File: config.mk
export PLATFORM = sky130hd
export DESIGN_NAME = serial_add_ctrl_flat
export DESIGN_NICKNAME = d
export VERILOG_FILES = /design/src/rtl/serial_add_pkg.sv /design/src/rtl/serial_add_ctrl_if.sv /design/src/rtl/fa_cell.sv /design/src/rtl/serial_add_ctrl.sv /design/src/flat_wrapper.sv
export SDC_FILE = /design/constraint.sdc
export NUM_CORES = 1
export LEC_CHECK = 0
export ABC_AREA = 1
export CAP_MARGIN = 20
export CORE_MARGIN = 2
export CORE_UTILIZATION = 40
export DETAILED_ROUTE_END_ITERATION = 8
export GPL_TIMING_DRIVEN = 0
export PLACE_DENSITY = 0.76
export RECOVER_POWER = 50
export SLEW_MARGIN = 20
export SYNTH_ARGS = -nofsm -noshare
export SYNTH_HDL_FRONTEND = slang
export SYNTH_SLANG_ARGS = --single-unit
File: constraint.sdc
create_clock -name clk -period 1.35 [get_ports clk]
set_clock_uncertainty 0.15 [all_clocks]
set_input_delay 0.3375 -clock clk [delete_from_list [all_inputs] [get_ports clk]]
set_output_delay 0.3375 -clock clk [all_outputs]
set_load 0.01 [all_outputs]
File: src/rtl/serial_add_pkg.sv
// Shared definitions for the bit-serial adder sequencer.
// Contents: FSM state encoding and the default operand width.
package serial_add_pkg;

    localparam int unsigned DEFAULT_W = 8;

    typedef enum logic [1:0] {
        IDLE = 2'd0,
        RUN  = 2'd1,
        DONE = 2'd2
    } state_e;

endpackage

File: src/rtl/serial_add_ctrl_if.sv
// Handshake bundle between the operand producer / result consumer and serial_add_ctrl.
// Producer side: in_valid, a, b, cin (and sub when SERIAL_ADD_SUB_EN is defined) -> in_ready.
// Consumer side: out_ready -> out_valid, sum, cout. Status: busy.
// master = producer/consumer (testbench or surrounding logic); slave = the adder block.
interface serial_add_ctrl_if
    import serial_add_pkg::*;
#(
    parameter int unsigned W = DEFAULT_W
) ();

    logic         in_valid;
    logic         in_ready;
    logic [W-1:0] a;
    logic [W-1:0] b;
    logic         cin;
    logic         out_valid;
    logic         out_ready;
    logic [W-1:0] sum;
    logic         cout;
    logic         busy;
`ifdef SERIAL_ADD_SUB_EN
    logic         sub;

    modport master (
        output in_valid, a, b, cin, sub, out_ready,
        input  in_ready, out_valid, sum, cout, busy
    );

    modport slave (
        input  in_valid, a, b, cin, sub, out_ready,
        output in_ready, out_valid, sum, cout, busy
    );
`else
    modport master (
        output in_valid, a, b, cin, out_ready,
        input  in_ready, out_valid, sum, cout, busy
    );

    modport slave (
        input  in_valid, a, b, cin, out_ready,
        output in_ready, out_valid, sum, cout, busy
    );
`endif

endinterface

File: src/rtl/fa_cell.sv
// Combinational 1-bit full adder, time-shared across all bit positions.
// Ports: x, y, ci (inputs); s = sum bit, co = carry out.
module fa_cell (
    input  logic x,
    input  logic y,
    input  logic ci,
    output logic s,
    output logic co
);

    logic p;

    assign p  = x ^ y;
    assign s  = p ^ ci;
    assign co = (x & y) | (ci & p);

endmodule

File: src/rtl/serial_add_ctrl.sv
// Bit-serial adder sequencer: adds two W-bit operands LSB-first over W cycles
// using one full-adder cell, with valid/ready handshakes on input and output.
// Ports: clk, rst_n (synchronous, active-low), bus (serial_add_ctrl_if.slave).
// Optional macro SERIAL_ADD_SUB_EN: adds bus.sub; when set at accept, computes a-b
// (b inverted, carry-in forced to 1, cout=1 means no borrow).
module serial_add_ctrl
    import serial_add_pkg::*;
#(
    parameter int unsigned W = DEFAULT_W
) (
    input  logic                 clk,
    input  logic                 rst_n,
    serial_add_ctrl_if.slave     bus
);

    localparam int unsigned CW = $clog2(W);

    state_e         state_q;
    logic [W-1:0]   a_sh_q;
    logic [W-1:0]   b_sh_q;
    logic [W-1:0]   sum_sh_q;
    logic [W-1:0]   sum_q;
    logic           carry_q;
    logic           cout_q;
    logic [CW-1:0]  cnt_q;
    logic           in_ready_q;
    logic           out_valid_q;
    logic           busy_q;

    logic           fa_s;
    logic           fa_co;
    logic [W-1:0]   sum_sh_d;
    logic [W-1:0]   b_cap_c;
    logic           carry_cap_c;

    fa_cell u_fa (
        .x  (a_sh_q[0]),
        .y  (b_sh_q[0]),
        .ci (carry_q),
        .s  (fa_s),
        .co (fa_co)
    );

    // New sum bit enters at the MSB so bit 0 ends up at the LSB after W shifts.
    assign sum_sh_d = {fa_s, sum_sh_q[W-1:1]};

    // Operand B / carry-in as loaded at accept time.
`ifdef SERIAL_ADD_SUB_EN
    assign b_cap_c     = bus.sub ? ~bus.b : bus.b;
    assign carry_cap_c = bus.sub ? 1'b1   : bus.cin;
`else
    assign b_cap_c     = bus.b;
    assign carry_cap_c = bus.cin;
`endif

    // Sequencer FSM with datapath shift registers and registered outputs.
    always_ff @(posedge clk) begin
        if (!rst_n) begin
            state_q     <= IDLE;
            a_sh_q      <= '0;
            b_sh_q      <= '0;
            sum_sh_q    <= '0;
            sum_q       <= '0;
            carry_q     <= 1'b0;
            cout_q      <= 1'b0;
            cnt_q       <= '0;
            in_ready_q  <= 1'b1;
            out_valid_q <= 1'b0;
            busy_q      <= 1'b0;
        end else begin
            case (state_q)
                IDLE: begin
                    if (bus.in_valid && in_ready_q) begin
                        a_sh_q     <= bus.a;
                        b_sh_q     <= b_cap_c;
                        carry_q    <= carry_cap_c;
                        sum_sh_q   <= '0;
                        cnt_q      <= '0;
                        in_ready_q <= 1'b0;
                        busy_q     <= 1'b1;
                        state_q    <= RUN;
                    end
                end
                RUN: begin
                    a_sh_q   <= a_sh_q >> 1;
                    b_sh_q   <= b_sh_q >> 1;
                    sum_sh_q <= sum_sh_d;
                    carry_q  <= fa_co;
                    // Counter stops at W-1 so it never wraps.
                    if (cnt_q == CW'(W - 1)) begin
                        sum_q       <= sum_sh_d;
                        cout_q      <= fa_co;
                        busy_q      <= 1'b0;
                        out_valid_q <= 1'b1;
                        state_q     <= DONE;
                    end else begin
                        cnt_q <= cnt_q + CW'(1);
                    end
                end
                DONE: begin
                    if (bus.out_ready) begin
                        out_valid_q <= 1'b0;
                        in_ready_q  <= 1'b1;
                        state_q     <= IDLE;
                    end
                end
                default: begin
                    out_valid_q <= 1'b0;
                    busy_q      <= 1'b0;
                    in_ready_q  <= 1'b1;
                    state_q     <= IDLE;
                end
            endcase
        end
    end

    assign bus.in_ready  = in_ready_q;
    assign bus.out_valid = out_valid_q;
    assign bus.sum       = sum_q;
    assign bus.cout      = cout_q;
    assign bus.busy      = busy_q;

endmodule

File: src/flat_wrapper.sv
// flat-port wrapper written by rule: the top's interface ports become plain ports
module serial_add_ctrl_flat import serial_add_pkg::*;
#(
    parameter int unsigned W = DEFAULT_W
)
  (clk, rst_n, bus_in_valid, bus_a, bus_b, bus_cin, bus_out_ready, bus_in_ready, bus_out_valid, bus_sum, bus_cout, bus_busy);
  serial_add_ctrl_if #(.W(W)) bus_i ();
  input  logic clk;
  input  logic rst_n;
  input wire logic [$bits(bus_i.in_valid)-1:0] bus_in_valid;
  input wire logic [$bits(bus_i.a)-1:0] bus_a;
  input wire logic [$bits(bus_i.b)-1:0] bus_b;
  input wire logic [$bits(bus_i.cin)-1:0] bus_cin;
  input wire logic [$bits(bus_i.out_ready)-1:0] bus_out_ready;
  output wire logic [$bits(bus_i.in_ready)-1:0] bus_in_ready;
  output wire logic [$bits(bus_i.out_valid)-1:0] bus_out_valid;
  output wire logic [$bits(bus_i.sum)-1:0] bus_sum;
  output wire logic [$bits(bus_i.cout)-1:0] bus_cout;
  output wire logic [$bits(bus_i.busy)-1:0] bus_busy;
  assign bus_i.in_valid = bus_in_valid;
  assign bus_i.a = bus_a;
  assign bus_i.b = bus_b;
  assign bus_i.cin = bus_cin;
  assign bus_i.out_ready = bus_out_ready;
  assign bus_in_ready = bus_i.in_ready;
  assign bus_out_valid = bus_i.out_valid;
  assign bus_sum = bus_i.sum;
  assign bus_cout = bus_i.cout;
  assign bus_busy = bus_i.busy;
  serial_add_ctrl #(.W(W)) u_core (.clk(clk), .rst_n(rst_n), .bus(bus_i));
endmodule
; ---- Word level (Yosys, flattened, before mapping)
; Index checks and enable logic that the tools add are counted.
[word_totals]
register_bits = 42
input_bits = 21
out_inout_bits = 12
elab_cells = 61
[classes]
addsub = 1
eq_ne = 7
n_mux = 24
bitwise_logic = 8
n_reduce_logical = 10
[op_table]
columns = cell, n
row1 = case mux 8 bit (2 select lines), 3
row2 = two-way mux 8 bit, 3
row3 = AND reduction 3 bit, 5
row4 = case mux 1 bit (3 select lines), 3
row5 = two-way mux 1 bit, 7
row6 = two-way mux 2 bit, 3
row7 = two-way mux 3 bit, 2
row8 = case mux 2 bit (3 select lines), 1
row9 = case mux 3 bit (2 select lines), 1
row10 = "inequality test 2 x 1 -> 1 bit, second input constant", 2
row11 = "inequality test 2 bit, second input constant", 2
row12 = AND reduction 2 bit, 2
row13 = "adder 3 x 1 -> 3 bit, second input constant", 1
row14 = "== test 3 bit, second input constant", 1
row15 = NOT 1 bit, 3
row16 = bitwise AND 1 bit, 2
row17 = "== test 2 x 1 -> 1 bit, second input constant", 1
row18 = "== test 2 bit, second input constant", 1
row19 = logical NOT 2 bit, 1
row20 = case mux 1 bit (2 select lines), 1
row21 = nonzero test 2 bit, 1
row22 = bitwise XOR 1 bit, 2
row23 = logical AND 1 bit, 1
row24 = OR 1 bit, 1

; ---- Logic depth before layout (Yosys ltp)
; Gate-level depths: netlist (run 1).
[logic_depth]
depth_word = 4
depth_mapped = 7
mapped_depth_nobuf = 7

; ---- By module
; Synthesis (run 1) repeated with hierarchy kept, for this count alone.
[unflattened]
hier_cells = 240
area_unflattened_um2 = 1793.0
[by_module_without_submodules]
columns = mod, instances, cells_per_inst, area_per_inst_um2
row1 = serial_add_ctrl, 1, 239, 1773.0
row2 = fa_cell, 1, 1, 20.0

; ---- Least setup slack after synthesis (run 1)
; Ideal clock, no wire load.
[synth_path]
path_kind = reg-to-reg
start = register u_core.cnt_q[0]
end = register u_core.cnt_q[1]
setup_time_ns = 0.073
t_arrival_ns = 1.145
required_time_ns = 1.127
setup_slack_ns = -0.018
stages_incl_launch_ff = 8
period_less_slack_ns = 1.368
path_cell_list = dfxtp_1 ha_1 ha_1 inv_1 nand3_1 inv_1 nand2_1 a21oi_1
[synth_between]
elab_chain_cells = 3
word_cells_on_any_way = 6
classes_between = add/sub (1) / eq/ne (2) / mux (2) / reduce/logical (1)
[synth_rtl]
columns = element, line
row1 = start: declaration, serial_add_ctrl.sv:25  ; logic [CW-1:0] cnt_q;
row2 = start signal: assignment, serial_add_ctrl.sv:97  ; cnt_q <= cnt_q + CW'(1);
row3 = adder 3 x 1 -> 3 bit or == test 3 bit (tied branches), "serial_add_ctrl.sv:97, serial_add_ctrl.sv:90"
row4 = two-way mux 3 bit or inequality test 2 bit (tied branches), -
row5 = case mux 3 bit (2 select lines) or AND reduction 3 bit (tied branches), -
; Several ways; a longest one is shown, not always the timed one. The select of a mux whose other input is x is not followed.
; A chain may end at the register's enable or synchronous reset.

; ---- Worst setup path after layout (run 1)
[layout_path]
start = register u_core.cnt_q[1]
end = register u_core.sum_q[7], in the netlist u_core.bus.sum[7]
[layout_between]
elab_chain_cells = 2
[layout_rtl]
columns = element, line
row1 = == test 3 bit, serial_add_ctrl.sv:90  ; if (cnt_q == CW'(W - 1)) begin
row2 = AND reduction 2 bit (no source line), -
row3 = end signal: assignment, serial_add_ctrl.sv:91  ; sum_q <= sum_sh_d;
row4 = end: declaration, serial_add_ctrl.sv:22  ; logic [W-1:0] sum_q;
; Every way passes these cells.

==> results of run 1 <==
[worst min-delay path, stage by stage, from the launching register on]
cell	delay (ns)
sky130_fd_sc_hd__dfxtp_2	0.32
sky130_fd_sc_hd__inv_1	0.04
sky130_fd_sc_hd__a21oi_1	0.05
[flip-flops by register name, summed over array words and instances (netlist names)]
name,cells
u_core.cnt_q,3
u_core.sum_sh_q,7
u_core.state_q,2
u_core.bus.busy,1
u_core.carry_q,1
u_core.bus.cout,1
u_core.b_sh_q,8
u_core.bus.sum,8
u_core.bus.out_valid,1
u_core.a_sh_q,8
u_core.bus.in_ready,1
[power by group through the flow]
stage          clock network (mW)  registers, mW  logic (mW)
2_1_floorplan                   0           1.36       0.428
5_1_grt                      1.09           1.35       0.826
3_5_place_dp                    0           1.37       0.601
4_1_cts                      1.04           1.35       0.644
3_3_place_gp                    0           1.36       0.590
6_report                     1.03           1.34       0.761
[synth_stat cells (all sizes together)]
cell type and n:
inv 8, clkinv 1, nor2 6, ha 2, fa 1, clkbuf 1, o21a 1, nand3 6
buf 9, nand2 119, dfxtp 41, o21ai 4, a21oi 38
[layout by cell type (no fill, tap or decap), drive strengths merged]
cell,n
dfxtp,41
clkdlybuf4s50,18
clkinv,1
dlygate4sd2,2
bufinv,1
clkdlybuf4s15,5
o21ai,4
a21oi,38
nor2,6
ha,2
nand2,119
buf,26
clkbuf,10
o21a,1
nand3,6
fa,1
inv,8
[per-stage QoR]
step | setup WS (ns) | utilization (%) | TNS [ns] | hold WS, ns | instances
6_report | -0.0512 | 58.7 | -0.217 | 0.295 | 341
5_1_grt | -0.0934 | 58.7 | -0.899 | 0.331 | 341
4_1_cts | -0.0136 | 56.4 | -0.0189 | 0.298 | 333
3_5_place_dp | -0.607 | 50.5 | -19.11 | 0.285 | 321
3_3_place_gp | -0.614 | 50.5 | -18.88 | 0.285 | 321
2_1_floorplan | -0.0179 | - | -0.0525 | 0.282 | 237
[area by class of cell]
class | count | area [sq um]
clock buffers | 7 | 86.3
multi-input cells | 177 | 987
clock inverters | 1 | 30.0
fillers | 379 | 1810
plain buffers | 10 | 114
repair buffers | 44 | 400
inverters | 9 | 53.8
well taps | 52 | 65.1
flip-flops and latches | 41 | 838
[worst max path at each step]
stage	slack (ns)	cells after the start	to
floorplan	-0.02	7	u_core.cnt_q[1]
global placement	-0.61	4	u_core.state_q[0]
detailed placement	-0.61	4	u_core.state_q[0]
CTS	-0.01	7	u_core.bus.cout
global route	-0.09	7	u_core.bus.sum[4]
finish	-0.05	7	u_core.bus.sum[7]
[routing by layer]
layer	GRT usage, %	wire length, um
met5	0	0
met4	7.76	74
met3	4.36	174
met2	25.5	1930
met1	22.7	2010
[repair_timing]
action	CTS	global route
cloned	1	2
endpoints found under the setup margin	52	39
buffers inserted	3	6
resized for setup	78	24
pin swaps	11	8
[cells by family after synthesis]
| group | Yosys count | share of synthesized area, % |
|---|---|---|
| AO/OA/AOI/OAI | 43 | 14.4 |
| adder cells (fa/ha/maj) | 3 | 2.47 |
| buffers and inverters | 19 | 7.12 |
| flip-flops | 41 | 44.9 |
| AND/OR/NAND/NOR | 131 | 31.1 |
==> impl_metrics.sql, run 1 <==
INSERT INTO impl_metrics (metric_group, metric, value, unit) VALUES
('power', 'power.clock.fraction', '32.9', '%'),
('layout', 'layout.cell_area.non_filler', '0.00257', 'sq mm'),
('sta', 'post_route_worst_setup_slack', '-0.0512', 'ns'),
('synth', 'synth_fp_nets', '261', ''),
('routing', 'wirelength', '4190', 'um'),
('sta', 'hold_violations', '0', ''),
('layout', 'flow.area_growth_from_synthesis', '41.0', '%'),
('power', 'internal_power', '2.26', 'mW'),
('setup_path', 'max_stage_delay', '0.36', 'ns'),
('floorplanning', 'number_of_core_rows', '24', ''),
('place', 'total_half_perimeter_wirelength_after_legalization_and_detailed_placement', '2660', 'um'),
('setup_path', 'path_delay_family', 'flip-flops', ''),
('setup_path', 'worst_path_most_repeated_cell', 'sky130_fd_sc_hd__ha_4', ''),
('synth', 'ys_seq_area_share', '44.9', '%'),
('synth', 'synth.distinct_cells', '23', ''),
('power', 'vdd_ir_drop_max', '640', 'uV'),
('clocking', 'cts-hold-fix-buffers', '0', ''),
('floorplanning', 'chipHeight', '71.6', 'um'),
('power', 'seq_power_share', '42.8', '%'),
('global_routing', 'grtUsageTotal', '16.9', '%'),
('global_routing', 'first_pass_grt_wire_length', '6710', 'um'),
('setup_path', 'worstSetupPathType', 'reg -> reg', ''),
('power', 'share_comb_of_total_power', '24.3', '%'),
('clocking', 'root_buffer', 'sky130_fd_sc_hd__clkbuf_8', ''),
('floorplanning', 'floorplan.die_area', '0.00512', 'sq mm'),
('setup_path', 'worst_ep_required_time', '1.44', 'ns'),
('sta', 'finalMaxSlewViolations', '0', ''),
('synth', 'synthesis.yosys.warnings', '0', ''),
('job', 'maxCapViolCount', '0', ''),
('setup_path', 'worstReg2RegEnd', 'u_core.bus.sum[7]', ''),
('synth', 'synth_top_cell_by_area', 'sky130_fd_sc_hd__dfxtp_1', ''),
('setup_path', 'reg2reg_depth', '7', ''),
('sta', 'slew_at_the_pin_with_the_worst_max_slew_slack', '0.280', 'ns'),
('setup_path', 'cp_max_fo', '5', ''),
('clocking', 'tritoncts_num_sinks', '41', ''),
('power', 'report.power.total', '3.14', 'mW'),
('place', 'gp_routability_congestion', '0.716', ''),
('routing', 'drt_pre_antenna_iters', '5', ''),
('clocking', 'cts_inserted_buffers', '5', ''),
('run_status', 'run_status', 'finished with violations', ''),
('power', 'power_density_over_the_cells', '1220', 'mW/mm^2'),
('clocking', 'clk_latency', '0.30', 'ns'),
('clocking', 'clockBufferDepth', '2', ''),
('routing', 'drt_first_iter_violations', '81', ''),
('power', 'power.switching', '0.879', 'mW'),
('clocking', 'cts.clk_slew.worst_paths', '0.08', 'ns'),
('setup_path', 'timing.reg2reg.setup_slack', '-0.05', 'ns'),
('setup_path', 'timing.critical_path.slowest_stage_cell', 'sky130_fd_sc_hd__dfxtp_2', ''),
('routing', 'wire_per_inst', '12.3', 'um'),
('global_routing', 'antenna_found_initial', '0', ''),
('synth', 'synthCells', '237', ''),
('power', 'cell_leakage_power', '1.03', 'nW'),
('floorplanning', 'boundaryPins', '33', ''),
('synth', 'synth_area', '0.00183', 'sq mm'),
('run_status', 'failed_checks', 'setup timing', ''),
('setup_path', 'crit-reg2reg-launch', 'u_core.cnt_q[1]', ''),
('routing', 'detailroute.via_count', '1647', ''),
('clocking', 'cts_tree', 'done', ''),
('synth', 'post_synthesis_average_cell_area', '7.71', 'sq um'),
('synth', 'ys_seq_elements', '41', ''),
('power', 'power_switching_share', '28.0', '%'),
('layout', 'antenna-diode-count', '0', ''),
('place', 'i_o_buffers', '32', ''),
('sta', 'timing.slew.headroom', '81.3', '%'),
('setup_path', 'crit_arrival', '1.49', 'ns'),
('place', 'placement.cell_area', '0.00221', 'sq mm'),
('floorplanning', 'die_w', '71.6', 'um'),
('sta', 'setup_violations', '9', ''),
('setup_path', 'crit_path_cell_trace', 'ha_4 -> ha_4 -> inv_4 -> nor2_4 -> buf_6 -> nand2_2 -> a21oi_2', ''),
('floorplanning', 'starting_density', '41.7', '%'),
('sta', 'fmax', '714', 'MHz');
Note: power is estimated with default switching activity, not from simulation.
==> run 2: changes to the inputs <==
--- a/config.mk
+++ b/config.mk
@@ -11,7 +11,7 @@
 export CORE_UTILIZATION = 40
 export DETAILED_ROUTE_END_ITERATION = 8
 export GPL_TIMING_DRIVEN = 0
-export PLACE_DENSITY = 0.76
+export PLACE_DENSITY = 0.74
 export RECOVER_POWER = 50
 export SLEW_MARGIN = 20
 export SYNTH_ARGS = -nofsm -noshare
==> constraint.sdc (replaced) <==
create_clock -name clk -period 1.5 [get_ports clk]
set_clock_uncertainty 0.15 [all_clocks]
set_input_delay 0.375 -clock clk [delete_from_list [all_inputs] [get_ports clk]]
set_output_delay 0.375 -clock clk [all_outputs]
set_load 0.01 [all_outputs]
==> run 2 against run 1 <==
Effect of this change:
- the run now ends clean
- hold slack better by 0.00092 ns
- critical path type is now reg -> out
- via count fell by 3.6%
- critical endpoint is now bus_sum[0]
- global-route usage grew 0.20 points
==> impl_metrics.sql, run 2 (synthesis results as in run 1) <==
INSERT INTO impl_metrics (metric_group, metric, value, unit) VALUES
('layout', 'fin_nets', '301', ''),
('routing', 'wire_per_inst', '12.4', 'um'),
('layout', 'mostFrequentLayoutCell', 'sky130_fd_sc_hd__nand2_1', ''),
('setup_path', 'worstSetupEndpointType', 'output pin', ''),
('setup_path', 'worstSetupPathType', 'reg -> out', ''),
('routing', 'route.detailed.vias_per_inst', '4.81', ''),
('global_routing', 'antenna_found_initial', '0', ''),
('power', 'power_density_over_the_cells', '1120', 'mW/mm^2'),
('layout', 'flow.area_growth_from_synthesis', '31.6', '%'),
('routing', 'detailroute.via_count', '1588', ''),
('sta', 'slew_at_the_pin_with_the_worst_max_slew_slack', '0.297', 'ns'),
('power', 'power.clock.fraction', '34.7', '%'),
('setup_path', 'timing.critical_path.slowest_stage_cell', 'sky130_fd_sc_hd__dfxtp_1', ''),
('clocking', 'clockBufferDepth', '2', ''),
('clocking', 'tritoncts_num_sinks', '41', ''),
('routing', 'final_antenna_net_count', '0', ''),
('power', 'share_comb_of_total_power', '20.3', '%'),
('routing', 'wirelength_met1', '1890', 'um'),
('power', 'power_switching_share', '28.1', '%'),
('floorplanning', 'floorplan.die_area', '0.00512', 'sq mm'),
('sta', 'timing.slew.headroom', '80.0', '%'),
('clocking', 'cts-htree-levels', '2', ''),
('sta', 'post-route-period-util', '96.1', '%'),
('sta', 'fmax', '694', 'MHz'),
('min_path', 'worstHoldPathType', 'reg -> reg', ''),
('sta', 'setup_total_negative_slack', '0', 'ns'),
('sta', 'setup_violations', '0', ''),
('setup_path', 'cp_max_fo', '2', ''),
('floorplanning', 'chipHeight', '71.6', 'um'),
('floorplanning', 'number_of_core_rows', '24', ''),
('sta', 'period_needed', '1.44', 'ns'),
('setup_path', 'start_kind', 'flip-flop', ''),
('global_routing', 'first_pass_grt_wire_length', '6730', 'um'),
('setup_path', 'worst_ep_required_time', '0.97', 'ns'),
('layout', 'antenna-diode-count', '0', ''),
('place', 'total_half_perimeter_wirelength_after_legalization_and_detailed_placement', '2670', 'um'),
('place', 'i_o_buffers', '32', ''),
('place', 'gp_routability_congestion', '0.762', ''),
('floorplanning', 'coreArea', '0.00438', 'sq mm'),
('global_routing', 'first_global_vias', '1496', ''),
('routing', 'drt_first_iter_violations', '122', ''),
('clocking', 'cts.clk_slew.worst_paths', '0.08', 'ns'),
('power', 'vdd_ir_drop_max', '623', 'uV'),
('power', 'internal_power', '1.94', 'mW'),
('routing', 'drt_pre_antenna_iters', '4', ''),
('clocking', 'root_buffer', 'sky130_fd_sc_hd__clkbuf_8', ''),
('setup_path', 'crit_arrival', '0.92', 'ns'),
('setup_path', 'path_delay_family', 'flip-flops', ''),
('power', 'seq_power_share', '45.0', '%'),
('routing', 'met2_wirelength', '1880', 'um'),
('global_routing', 'grt_start_max_net_pins', '14', ''),
('job', 'maxCapViolCount', '0', ''),
('floorplanning', 'starting_density', '41.7', '%'),
('floorplanning', 'boundaryPins', '33', ''),
('clocking', 'count_of_buffers_added_by_post_cts_timing_repair_for_setup', '0', ''),
('clocking', 'cts_inserted_buffers', '5', ''),
('setup_path', 'crit_path_cell_trace', 'dlygate4sd2_1', ''),
('global_routing', 'grtUsageTotal', '17.1', '%'),
('routing', 'wirelength', '4080', 'um'),
('global_routing', 'final_global_route_overflow_total', '0', ''),
('run_status', 'run_status', 'finished, final reports clean', ''),
('floorplanning', 'die_w', '71.6', 'um'),
('routing', 'routed.top_layer', 'met4', ''),
('layout', 'layout_common_cells', 'sky130_fd_sc_hd__nand2_1, sky130_fd_sc_hd__dfxtp_1, sky130_fd_sc_hd__a21oi_1', ''),
('setup_path', 'critPathBufInv', '1', ''),
('clocking', 'clk_latency', '0.29', 'ns'),
('setup_path', 'max_stage_delay', '0.35', 'ns'),
('sta', 'hold_violations', '0', ''),
('routing', 'detail_route.drc_violations', '0', ''),
('clocking', 'cts-hold-fix-buffers', '0', ''),
('layout', 'drive_gt1_share', '23.4', '%'),
('place', 'place_worst_setup_slack', '-0.511', 'ns'),
('power', 'power.switching', '0.759', 'mW'),
('sta', 'finalMaxSlewViolations', '0', ''),
('clocking', 'cts_tree', 'done', ''),
('sta', 'post_route_worst_setup_slack', '0.0586', 'ns'),
('power', 'cell_leakage_power', '0.986', 'nW'),
('routing', 'detailroute.wirelength.met3', '209', 'um');
-- run 2: cell count changes in the layout (fill, tap and decap cells not counted), moves of 3 or more --
cell	delta
sky130_fd_sc_hd__a21oi_1	+5
sky130_fd_sc_hd__a21oi_2	-5
sky130_fd_sc_hd__buf_2	-7
sky130_fd_sc_hd__buf_4	-9
sky130_fd_sc_hd__buf_8	-3
sky130_fd_sc_hd__clkdlybuf4s15_2	-5
sky130_fd_sc_hd__dfxtp_1	+6
sky130_fd_sc_hd__dfxtp_2	-5
sky130_fd_sc_hd__dlygate4sd2_1	+10
sky130_fd_sc_hd__nand2_1	+6
sky130_fd_sc_hd__nand2_2	-5
-- run 2: final cells by class --
type | count | area [sq um]
fillers | 417 | 1980
multi-input cells | 177 | 926
flip-flops and latches | 41 | 828
clock buffers | 6 | 82.6
clock inverters | 2 | 37.5
well taps | 52 | 65.1
plain buffers | 10 | 101
inverters | 9 | 46.3
repair buffers | 33 | 317
-- run 2: path summary, 6_finish.rpt --
check	start	endpoint	slack, ns	cells after the start
setup / recovery	u_core.bus.sum[0]	bus_sum[0]	0.06	1
hold / removal	u_core.bus.out_valid	u_core.bus.out_valid	0.30	2
setup reg to reg	u_core.cnt_q[0]	u_core.bus.sum[2]	0.09	7
hold reg to reg	u_core.bus.out_valid	u_core.bus.out_valid	0.30	2
-- run 2: power by group through the flow --
stage	Clock (mW)	Sequential [mW]	Combinational, mW
after global routing	0.997	1.22	0.606
after detailed placement	0	1.23	0.538
final	0.938	1.22	0.550
after floorplan	0	1.23	0.385
after global placement	0	1.23	0.532
after CTS	0.955	1.21	0.541
-- run 2: repair_timing --
action / in CTS / in global routing
resized for setup: 17 / 24
endpoints found under the hold margin: 0 / 0
setup endpoints to repair: 43 / 35
cloned: 0 / 1
pin swaps: 0 / 1
-- run 2: layer usage --
| metal | track usage, % | vias up |
|---|---|---|
| met5 | 0 | - |
| met4 | 7.55 | 0 |
| met3 | 4.36 | 7 |
| met2 | 28.4 | 43 |
| met1 | 20.9 | 708 |
| li1 | - | 830 |
-- run 2: stage by stage --
| stage | instances | hold WS, ns | total power, mW | util [%] | area [sq um] |
|---|---|---|---|---|---|
| 6_report | 330 | 0.296 | 2.70 | 54.8 | 2400 |
| 3_3_place_gp | 321 | 0.285 | 1.76 | 50.5 | 2210 |
| 2_1_floorplan | 237 | 0.282 | 1.61 | - | 1830 |
| 4_1_cts | 329 | 0.298 | 2.70 | 53.1 | 2330 |
| 3_5_place_dp | 321 | 0.288 | 1.77 | 50.5 | 2210 |
| 5_1_grt | 330 | 0.313 | 2.83 | 54.8 | 2400 |
-- run 2: tightest hold or removal path, stage by stage (launching register included) --
cell	delay, ns
sky130_fd_sc_hd__dfxtp_1	0.31
sky130_fd_sc_hd__inv_1	0.05
sky130_fd_sc_hd__a21oi_1	0.05
